**src/rtl/led_bank_arbiter_pkg.sv**
```systemverilog
// Shared types and helpers for the LED bank arbiter.
// Holds the FSM encoding and a width helper used for counters and pointers.
package led_bank_arbiter_pkg;

    typedef enum logic {
        ST_IDLE = 1'b0,
        ST_OWN  = 1'b1
    } state_t;

    // clog2 that never returns less than 1, so zero/one-sized counters stay legal
    function automatic int clog2_min1(input int v);
        int r;
        r = 0;
        for (int i = 0; i < 31; i++) begin
            if ((1 << i) < v) begin
                r = i + 1;
            end
        end
        return (r < 1) ? 1 : r;
    endfunction

endpackage

```
**src/rtl/led_bank_arbiter_rr_pick.sv**
```systemverilog
// Combinational round-robin picker.
// Rotates req by ptr, takes the lowest set bit, rotates the one-hot back.
module rr_pick
    import led_bank_arbiter_pkg::*;
#(
    parameter int N  = 4,
    parameter int PW = clog2_min1(N)
) (
    input  logic [N-1:0]  req,
    input  logic [PW-1:0] ptr,
    output logic          valid,
    output logic [N-1:0]  pick
);

    logic [N-1:0] rot;
    logic [N-1:0] first;
    logic         found;

    always_comb begin
        rot   = N'({req, req} >> ptr);
        first = '0;
        found = 1'b0;
        for (int i = 0; i < N; i++) begin
            if (rot[i] && !found) begin
                first[i] = 1'b1;
                found    = 1'b1;
            end
        end
        pick  = N'(({first, first} << ptr) >> N);
        valid = |req;
    end

endmodule

```
**src/rtl/led_bank_arbiter.sv**
```systemverilog
// Round-robin owner of the shared LED/button bank with optional time slicing.
// Owner drives the registered LEDs and alone sees the synchronized buttons.
module led_bank_arbiter
    import led_bank_arbiter_pkg::*;
#(
    parameter int N_CLIENTS = 4,
    parameter int LED_W     = 8,
    parameter int MAX_HOLD  = 16
) (
    input  logic                       clk,
    input  logic                       rst,
    input  logic [N_CLIENTS-1:0]       req,
    input  logic [N_CLIENTS*LED_W-1:0] led_data,
    input  logic [LED_W-1:0]           buttons,
    output logic [N_CLIENTS-1:0]       grant,
    output logic [LED_W-1:0]           leds,
    output logic [N_CLIENTS*LED_W-1:0] btn_out,
    output logic                       busy
);

    localparam int PW = clog2_min1(N_CLIENTS);
    localparam int HW = clog2_min1(MAX_HOLD);
    localparam logic [HW-1:0] HOLD_SAT =
        (MAX_HOLD == 0) ? {HW{1'b1}} : HW'(MAX_HOLD - 1);

    state_t               state, nstate;
    logic [N_CLIENTS-1:0] grant_q;
    logic [PW-1:0]        owner;
    logic [PW-1:0]        ptr;
    logic [HW-1:0]        hold_cnt;
    logic [LED_W-1:0]     leds_q;
    logic [LED_W-1:0]     btn_s1;
    logic [LED_W-1:0]     btn_q;

    logic                 pick_valid;
    logic [N_CLIENTS-1:0] pick;
    logic [PW-1:0]        pick_idx;
    logic [PW-1:0]        ptr_nxt;
    logic                 preempt;

    rr_pick #(
        .N  (N_CLIENTS),
        .PW (PW)
    ) u_pick (
        .req   (req),
        .ptr   (ptr),
        .valid (pick_valid),
        .pick  (pick)
    );

    always_comb begin
        pick_idx = '0;
        for (int i = 0; i < N_CLIENTS; i++) begin
            if (pick[i]) begin
                pick_idx = PW'(i);
            end
        end
        ptr_nxt = (pick_idx == PW'(N_CLIENTS - 1)) ? '0 : pick_idx + 1'b1;
    end

    // Slice expiry only matters when someone else is actually waiting
    always_comb begin
        nstate  = state;
        preempt = (MAX_HOLD != 0) && (hold_cnt == HOLD_SAT)
                  && (|(req & ~grant_q));
        unique case (state)
            ST_IDLE: if (pick_valid) nstate = ST_OWN;
            ST_OWN:  if (!req[owner] || preempt) nstate = ST_IDLE;
            default: nstate = ST_IDLE;
        endcase
    end

    always_ff @(posedge clk) begin
        if (rst) begin
            state    <= ST_IDLE;
            grant_q  <= '0;
            owner    <= '0;
            ptr      <= '0;
            hold_cnt <= '0;
            leds_q   <= '0;
            btn_s1   <= '0;
            btn_q    <= '0;
        end else begin
            state  <= nstate;
            btn_s1 <= buttons;
            btn_q  <= btn_s1;
            unique case (state)
                ST_IDLE: begin
                    leds_q <= '0;
                    if (pick_valid) begin
                        grant_q  <= pick;
                        owner    <= pick_idx;
                        hold_cnt <= '0;
                        ptr      <= ptr_nxt;
                    end
                end
                ST_OWN: begin
                    leds_q <= led_data[int'(owner)*LED_W +: LED_W];
                    if (hold_cnt != HOLD_SAT) begin
                        hold_cnt <= hold_cnt + 1'b1;
                    end
                    if (nstate == ST_IDLE) begin
                        grant_q <= '0;
                    end
                end
                default: grant_q <= '0;
            endcase
        end
    end

    always_comb begin
        btn_out = '0;
        for (int i = 0; i < N_CLIENTS; i++) begin
            if (grant_q[i]) begin
                btn_out[i*LED_W +: LED_W] = btn_q;
            end
        end
    end

    assign grant = grant_q;
    assign leds  = leds_q;
    assign busy  = (state == ST_OWN);

endmodule

```
**config.mk**
```make
export PLATFORM = sky130hd
export DESIGN_NAME = led_bank_arbiter
export DESIGN_NICKNAME = d
export VERILOG_FILES = /design/src/rtl/led_bank_arbiter_pkg.sv /design/src/rtl/led_bank_arbiter_rr_pick.sv /design/src/rtl/led_bank_arbiter.sv
export SDC_FILE = /design/constraint.sdc
export NUM_CORES = 1
export LEC_CHECK = 0
export ABC_AREA = 1
export CORE_MARGIN = 4
export CORE_UTILIZATION = 34
export CTS_BUF_LIST = sky130_fd_sc_hd__clkbuf_4 sky130_fd_sc_hd__clkbuf_8
export CTS_CLUSTER_DIAMETER = 40
export DETAILED_ROUTE_END_ITERATION = 16
export GPL_TIMING_DRIVEN = 0
export PLACE_DENSITY = 0.7
export SETUP_SLACK_MARGIN = 0.5
export SYNTH_ARGS = -nofsm -noshare
export SYNTH_HDL_FRONTEND = slang
export SYNTH_SLANG_ARGS = --single-unit
export TNS_END_PERCENT = 50
```
**constraint.sdc**
```tcl
create_clock -name clk -period 1.7 [get_ports clk]
set_clock_uncertainty 0.2 [all_clocks]
set_input_delay 0.34 -clock clk [delete_from_list [all_inputs] [get_ports clk]]
set_output_delay 0.34 -clock clk [all_outputs]
set_load 0.1 [all_outputs]
```
== Yosys cells after proc, flatten, opt, wreduce, memory -nomap -nowiden ==
Index checks and enable logic that the tools add are counted.
Storage, ports and cells
  input bits: 46
  logic and storage cells: 63
  flip-flop bits (word level): 37
Cells by class
  bitwise logic cells: 3
  magnitude comparators: 1
  reduce and logical (&&, ||, !) cells: 14
  equal/unequal tests: 6
  add/sub/neg operators: 2
  multiplexer cells: 26
  shifts and indexed selects: 3
Operator list (count)
  two-way mux 8 bit: 4
  indexed part select 32 x 6 -> 8 bit: 1
  two-way mux 4 bit: 4
  case mux 4 bit (2 select lines): 2
  case mux 8 bit (2 select lines): 1
  two-way mux 1 bit: 10
  OR reduction 4 bit: 2
  << shifter 8 x 2 -> 8 bit: 1
  >> shifter 8 x 2 -> 4 bit: 1
  two-way mux 2 bit: 3
  AND reduction 2 bit: 3
  adder 4 x 1 -> 4 bit (second input constant): 1
  AND 4 bit: 1
  == test 4 bit (second input constant): 1
  logical AND 1 bit: 4
  zero test 1 bit: 4
  != test 2 bit (second input constant): 2
  != test 4 bit (second input constant): 1
  inverter 4 bit: 1
  less-than comparator 2 x 3 -> 1 bit (second input constant): 1
  adder 2 x 1 -> 2 bit (second input constant): 1
  binary-select mux 1 bit (select 2 bit): 1
  == test 2 bit (second input constant): 1
  != test 2 x 1 -> 1 bit (second input constant): 1
  3 further kinds: 3

== Longest topological paths before layout ==
Gate-level depths: netlist of run 1.
  depth in word-level cells: 17
  depth in mapped cells: 13
  depth with buffers taken out: 13

== By module ==
A second synthesis of run 1 with hierarchy kept.
Second synthesis, totals
  cell total of the unflattened synthesis: 328
  area total of the unflattened synthesis: 2038.2 um2
By module, submodules not included
  led_bank_arbiter: area an instance 1759.2 um2, instances 1, sequential area each 740.7 um2, cells an instance 276
  rr_pick: area an instance 279.0 um2, instances 1, sequential area each 0.0 um2, cells an instance 52

== Least setup slack after synthesis of run 1 ==
No wires, ideal clock.
  path kind: register -> output
  start point: reg grant_q[0] (netlist: grant[0])
  end point: out btn_out[0]
  path slack: -736 ps
  data arrival time: 1896 ps
  stages on the path, launching flop included: 4
  cells stage by stage: dfxtp_1 -> buf_2 -> nand2_1 -> inv_1
On the way
  cells in the longest elaborated chain, start to end: 1
Ends and longest elaborated chain
  start, declared: RTL line led_bank_arbiter.sv:27  | logic [N_CLIENTS-1:0] grant_q;
  start signal, assigned: RTL line led_bank_arbiter.sv:91  | grant_q <= pick;
  two-way mux 8 bit: RTL line led_bank_arbiter.sv:114  | if (grant_q[i]) begin
  end, declared: RTL line led_bank_arbiter.sv:17  | output logic [N_CLIENTS*LED_W-1:0] btn_out,
No other way between the ends.

== Worst setup path after layout of run 1 ==
  start point: reg grant_q[3] (netlist: grant[3])
  end point: reg grant_q[3] (netlist: grant[3])
On the way
  cells in the longest elaborated chain, start to end: 9
Ends and longest elaborated chain
  inverter 4 bit: RTL line led_bank_arbiter.sv:65  | && (|(req & ~grant_q));
  AND 4 bit: RTL line led_bank_arbiter.sv:65
  OR reduction 4 bit: RTL line led_bank_arbiter.sv:65
  logical AND 1 bit: RTL line led_bank_arbiter.sv:65
  logical OR 1 bit: RTL line led_bank_arbiter.sv:68  | ST_OWN: if (!req[owner] || preempt) nstate = ST_IDLE;
  two-way mux 1 bit: RTL line led_bank_arbiter.sv:68
  case mux 1 bit (2 select lines): RTL line led_bank_arbiter.sv:66  | unique case (state)
  != test 2 bit (no line)
  AND reduction 2 bit (no line)
No other way between the ends.
A chain may end at the register's enable or synchronous reset.

==> run_results.csv, run 1 <==
group,metric,value,unit
layout,diodes,0,
sta,setup_slack,-0.0550,ns
cts,ctsHoldBuffers,0,
sta,tightest_slew,0.559,ns
pwr,peakVddDrop,1110,uV
sta,fin_crit_sh,103,%
cts,clkLatencyLatePin,0.30,ns
sta,fin_crit,1.76,ns
cts,cts_num_sinks,37,
sta,whs,0.197,ns
global_route,grt_max_degree,14,
critical_path,cp_cell_sequence,"clkbuf_16 -> buf_4 -> o22ai_1 -> nor2_1 -> o21ai_2 -> a21oi_2 -> nand2_1 -> a21oi_2",
placement,gp_congestion,0.824,
sta,clock.fmax,570,MHz
synthesis,synthDistinctLibCells,24,
placement,pre_cts_slack,-0.607,ns
layout,final_area,0.00437,mm^2
floorplan,boundaryPins,91,
critical_path,cp-start-kind,"register",
pwr,power_density,1330,mW/mm^2
sta,setup_viol,19,
pwr,pwr-share-seq,21.0,%
drt,post_drt_wl_per_cell,15.9,um
global_route,grt_pass1_vias,2215,
synthesis,synth_edf_count,0,
sta,hold_viol,0,
floorplan,die_y,85.0,um
cts,root_buffer,"clkbuf_8",
floorplan,die_x,85.0,um
critical_path,criticalPathCategory,"register to register",
drt,vias,2447,
pwr,p_int,0.00298,W
sta,final.setup.tns,-0.360,ns
floorplan,die-area,0.00722,mm^2
layout,fill_cells,353,
sta,final_max_slew_viol_count,0,
cts,clk_path_buf_depth,2,
synthesis,synthArstFlopShare,0,%
pwr,p_comb_share,65.4,%
layout,area_growth,117,%
cts,h-tree-depth,2,
global_route,grt_overflow,0,
synthesis,syn_area,0.00201,mm^2
layout,final_cell_mix,"55 x nor2_1, 48 x buf_12, 40 x clkdlybuf4s50_1",
layout,final_common_cell,"nor2_1",
floorplan,num_rows,27,
synthesis,syn_nets,367,
global_route,grt_usage,18.1,%
cts,cts_tree,"yes",
global_route,antenna_found_initial,0,
synthesis,syn_inst,320,
pwr,switchingPower,0.00285,W
synthesis,ys_seq_elements,37,
status,status,"finished, violations left",
synthesis,yosysSeqAreaShare,36.8,%
worst_hold_path,hold_class,"register to register",
floorplan,core_area,0.00564,mm^2
pwr,power,0.00583,W
sta,relSlewSlack,62.8,%
job,drv_cap,0,
drt,drt-total-wl,7980,um
critical_path,worst_path_most_repeated_cell,"a21oi_2",
synthesis,avgSynthCellArea,6.30,um^2
drt,drt_pass1_iterations,4,
placement,portBuffers,89,
drt,viasPerCell,4.88,
critical_path,endpoint_kind,"register",
cts,numCtsBuffers,5,
sta,rsz0062_at_grt,"true",
pwr,clkPwrFrac,13.6,%
pwr,p_sw_share,48.9,%
critical_path,required,1.72,ns
cts,clk_pin_slew,0.08,ns
status,violations,"setup timing",
worst_hold_path,worstHoldPathCells,2,
critical_path,cp_slowest_cell,"dfxtp_4",
global_route,grt_pass1_wl,10500,um
layout,drive_gt1_share,50.8,%
critical_path,crit_arrival,1.78,ns
critical_path,reg2reg_depth,8,
layout,layout.nets,475,
drt,antenna_left,0,
drt,drt-initial-drc-count,136,
floorplan,start_util,35.7,%
placement,placed_cell_area,0.00330,mm^2
synthesis,synth-warning-count,0,
placement,hpwl,4620,um
synthesis,synthFlopType,"dfxtp_1",
pwr,leakage,2.02,nW
critical_path,max_stage_delay,0.40,ns
critical_path,cp_max_fo,4,
drt,drc_errors,0,
[power groups by stage]
stage | logic [W] | clock network (W) | registers (W)
floorplan | 0.00155 | 0 | 0.00167
global placement | 0.00265 | 0 | 0.00114
detailed placement | 0.00267 | 0 | 0.00115
CTS | 0.00298 | 0.000794 | 0.00113
global route | 0.00399 | 0.000858 | 0.00124
finish | 0.00381 | 0.000792 | 0.00123
[critical path, delay by kind of cell, from the launching register on]
kind / cells / cell delay, ns
AOI/OAI and AO/OA: 4 / 0.56
and+or+nand+nor: 2 / 0.23
DFF: 1 / 0.40
buffers and inverters: 2 / 0.28
[flip-flops by register name, indices dropped and copies added, names as in the netlist]
signal,flops
busy,1
btn_s1,8
hold_cnt,4
btn_q,8
owner,2
leds,8
ptr,2
grant,4
[cell type report]
cell class,instances,area (um^2),share of cell area (%)
Clock buffer,5,68.8,1.57
Clock inverter,3,45.0,1.03
Buffer,13,153,3.49
Tap cell,72,90.1,2.06
Inverter,65,383,8.76
Sequential cell,37,787,18.0
Timing Repair Buffer,101,1480,33.9
Multi-Input combinational cell,205,1360,31.2
[path summary, 6_finish.rpt]
check                        start                    end  slack, ns
max          grant[3]$_SDFFE_PP0P_  grant[3]$_SDFFE_PP0P_      -0.06
max reg2reg  grant[3]$_SDFFE_PP0P_  grant[3]$_SDFFE_PP0P_      -0.06
min           btn_s1[1]$_SDFF_PP0_    btn_q[1]$_SDFF_PP0_       0.20
min reg2reg   btn_s1[1]$_SDFF_PP0_    btn_q[1]$_SDFF_PP0_       0.20
[timing repair]
action,4_1_cts,5_1_grt
setup buffers,5,3
gates cloned,0,4
pin swaps,1,18
endpoints found under the setup margin,73,82
gates resized for setup,384,130
[through the flow]
| step | util (%) | std cells |
|---|---|---|
| final | 77.5 | 501 |
| after global routing | 77.5 | 501 |
| after CTS | 67.6 | 494 |
| after detailed placement | 58.6 | 481 |
| after global placement | 58.6 | 481 |
| after floorplan | - | 320 |
[synthesized netlist by cell type, types with 2 or more instances]
cell type,number,area (um^2)
dfxtp_1,37,741
inv_2,2,7.51
buf_6,3,33.8
inv_1,62,233
nand2_2,6,37.5
nand3_1,17,85.1
clkbuf_1,4,15.0
nand2_1,66,248
nand4_1,4,25.0
nor2_1,56,210
o21ai_1,3,15.0
o21ai_0,19,95.1
buf_2,5,25.0
a21oi_1,18,90.1
o22ai_1,2,12.5
nand3_2,8,80.1
[routing by layer]
layer	wire, um	part of all wire [%]	global-route usage [%]	vias up
met5	0	0	0	-
met4	259	3.2	7.34	0
met3	399	5.0	3.88	23
met2	4200	53	32.5	98
met1	3120	39	20.6	1131
li1	-	-	-	1195
[kinds of logic after synthesis]
logic type / after synthesis / synth area share, %
simple gates: 160 / 35.2
buf+inv: 78 / 16.1
compound gates: 43 / 10.9
flops: 37 / 36.8
xor+xnor: 1 / 0.435
fa+ha+maj: 1 / 0.621
(Power assumes the default switching activity.)
==> run 2: changes to the inputs <==
==> constraint.sdc (replaced) <==
create_clock -name clk -period 1.85 [get_ports clk]
set_clock_uncertainty 0.2 [all_clocks]
set_input_delay 0.37 -clock clk [delete_from_list [all_inputs] [get_ports clk]]
set_output_delay 0.37 -clock clk [all_outputs]
set_load 0.1 [all_outputs]
==> run 2 against run 1 <==
The flow now finishes without violations. Via count decreased by 2.7%. Register-to-register slack improved by 0.18 ns. Clock power decreased by 8.6%. Sequential share of layout area increased by 0.90 points. Cell count unchanged. Largest power group unchanged. Global-route usage decreased by 0.89 points. Non-clock buffer count unchanged. Routed wire length decreased by 12%. First-iteration DRC count decreased by 32%. Critical endpoint is now btn_out[10]. Sequential power decreased by 12%.
==> run_results.csv, run 2 (synthesized netlist as in run 1, its figures left out) <==
group,metric,value,unit
layout,fin_util,73.3,%
global_route,grt_overflow,0,
cts,cts_tree,"yes",
sta,tightest_slew,0.513,ns
critical_path,criticalPathCategory,"register to output pin",
status,status,"completed",
critical_path,r2r_end,"owner[0]$_SDFFE_PP0P_",
critical_path,endpoint_kind,"output pin",
floorplan,die-area,0.00722,mm^2
layout,layout.nets,475,
critical_path,cp-start-kind,"register",
drt,drc_errors,0,
sta,hold_viol,0,
sta,relSlewSlack,65.8,%
cts,ctsHoldBuffers,0,
cts,numCtsBuffers,5,
layout,diodes,0,
critical_path,required,1.28,ns
drt,drt_pass1_iterations,4,
critical_path,r2r_start,"ptr[1]$_SDFFE_PP0P_",
pwr,leakage,1.84,nW
floorplan,die_x,85.0,um
sta,clock.fmax,580,MHz
drt,viasPerCell,4.75,
global_route,antenna_found_initial,0,
pwr,power_density,1190,mW/mm^2
layout,final-seq-area,782,um^2
floorplan,num_rows,27,
critical_path,cp-endpoint,"btn_out[10]",
placement,portBuffers,89,
worst_hold_path,hold_class,"input port to register",
cts,root_buffer,"clkbuf_8",
drt,antenna_left,0,
drt,vias,2382,
cts,clk_path_buf_depth,2,
sta,fin_crit_sh,93.1,%
floorplan,core_area,0.00564,mm^2
floorplan,start_util,35.7,%
layout,drive_gt1_share,50.3,%
floorplan,boundaryPins,91,
critical_path,r2r_slack,0.13,ns
global_route,grt_pass1_wl,10000,um
layout,fill_cells,398,
global_route,grt_max_degree,14,
layout,final_common_cell,"nor2_1",
pwr,peakVddDrop,1100,uV
critical_path,cp_max_fo,5,
placement,gp_congestion,0.835,
drt,post_drt_wl_per_cell,13.9,um
layout,final_cell_mix,"56 x nor2_1, 40 x clkdlybuf4s50_1, 38 x buf_12",
global_route,grt_usage,17.2,%
sta,fin_crit,1.72,ns
job,drv_cap,0,
layout,final_area,0.00414,mm^2
drt,drt-initial-drc-count,93,
floorplan,die_y,85.0,um
layout,area_growth,105,%
placement,placed_cell_area,0.00326,mm^2
cts,clk_pin_slew,0.09,ns
sta,setup_viol,0,
global_route,grt_pass1_vias,2146,
critical_path,reg2reg_depth,12,
sta,rsz0062_at_grt,"true",
cts,cts_num_sinks,37,
critical_path,crit_arrival,1.15,ns
cts,h-tree-depth,2,
sta,final_max_slew_viol_count,0,
layout,multi_input_area,0.00133,mm^2
cts,clkLatencyLatePin,0.30,ns
placement,hpwl,4650,um
critical_path,crit_start,"grant[1]$_SDFFE_PP0P_",
drt,drt-total-wl,6980,um
[run 2: worst min-delay path by stage]
stage                               startpoint               endpoint  slack (ns)  depth (start not counted)
after global routing                       rst  grant[3]$_SDFFE_PP0P_        0.19                          2
final                                      rst  grant[3]$_SDFFE_PP0P_        0.17                          2
after global placement    btn_s1[1]$_SDFF_PP0_    btn_q[1]$_SDFF_PP0_        0.19                          2
after detailed placement  btn_s1[1]$_SDFF_PP0_    btn_q[1]$_SDFF_PP0_        0.19                          2
after floorplan           btn_s1[0]$_SDFF_PP0_    btn_q[0]$_SDFF_PP0_        0.19                          2
after CTS                 btn_s1[4]$_SDFF_PP0_    btn_q[4]$_SDFF_PP0_        0.20                          2
[run 2: area by class of cell]
class / instances / share of cell area, %
well taps: 72 / 2.18
plain buffers: 13 / 3.90
inverters: 65 / 9.29
clock inverters: 3 / 1.09
repair buffers: 101 / 30.9
clock buffers: 5 / 1.66
flip-flops and latches: 37 / 18.9
multi-input cells: 205 / 32.1
[run 2: report_power, final]
part | switching [W] | internal (W)
sequential | 0.000128 | 0.000955
clock | 0.000319 | 0.000405
combinational | 0.00200 | 0.00110
[run 2: metal layers]
metal,GRT usage [%],share of wire (%)
met1,19.8,40
met2,32.2,56
met3,2.91,3.4
met4,5.04,0.82
met5,0,0
[run 2: critical path, cell delays in order, from the launching register on]
cell and delay [ns]:
dfxtp_4 0.37, clkbuf_16 0.16, nand2_4 0.06, clkinvlp_4 0.09
buf_12 0.17
[run 2: repair_timing]
| item | CTS | global route |
|---|---|---|
| setup endpoints to repair | 66 | 71 |
| cloned | 0 | 1 |
| resized for setup | 372 | 112 |
| buffers inserted | 4 | 7 |
| pin swaps | 1 | 19 |
[run 2: stage by stage]
step	setup WS [ns]	power, W	instances	setup TNS, ns	hold WS [ns]
floorplan	0.184	0.00292	320	0	0.188
global placement	-0.477	0.00344	481	-18.93	0.189
detailed placement	-0.483	0.00347	481	-19.39	0.193
CTS	0.125	0.00437	493	0	0.201
global route	0.0711	0.00515	501	0	0.186
finish	0.127	0.00491	501	0	0.167
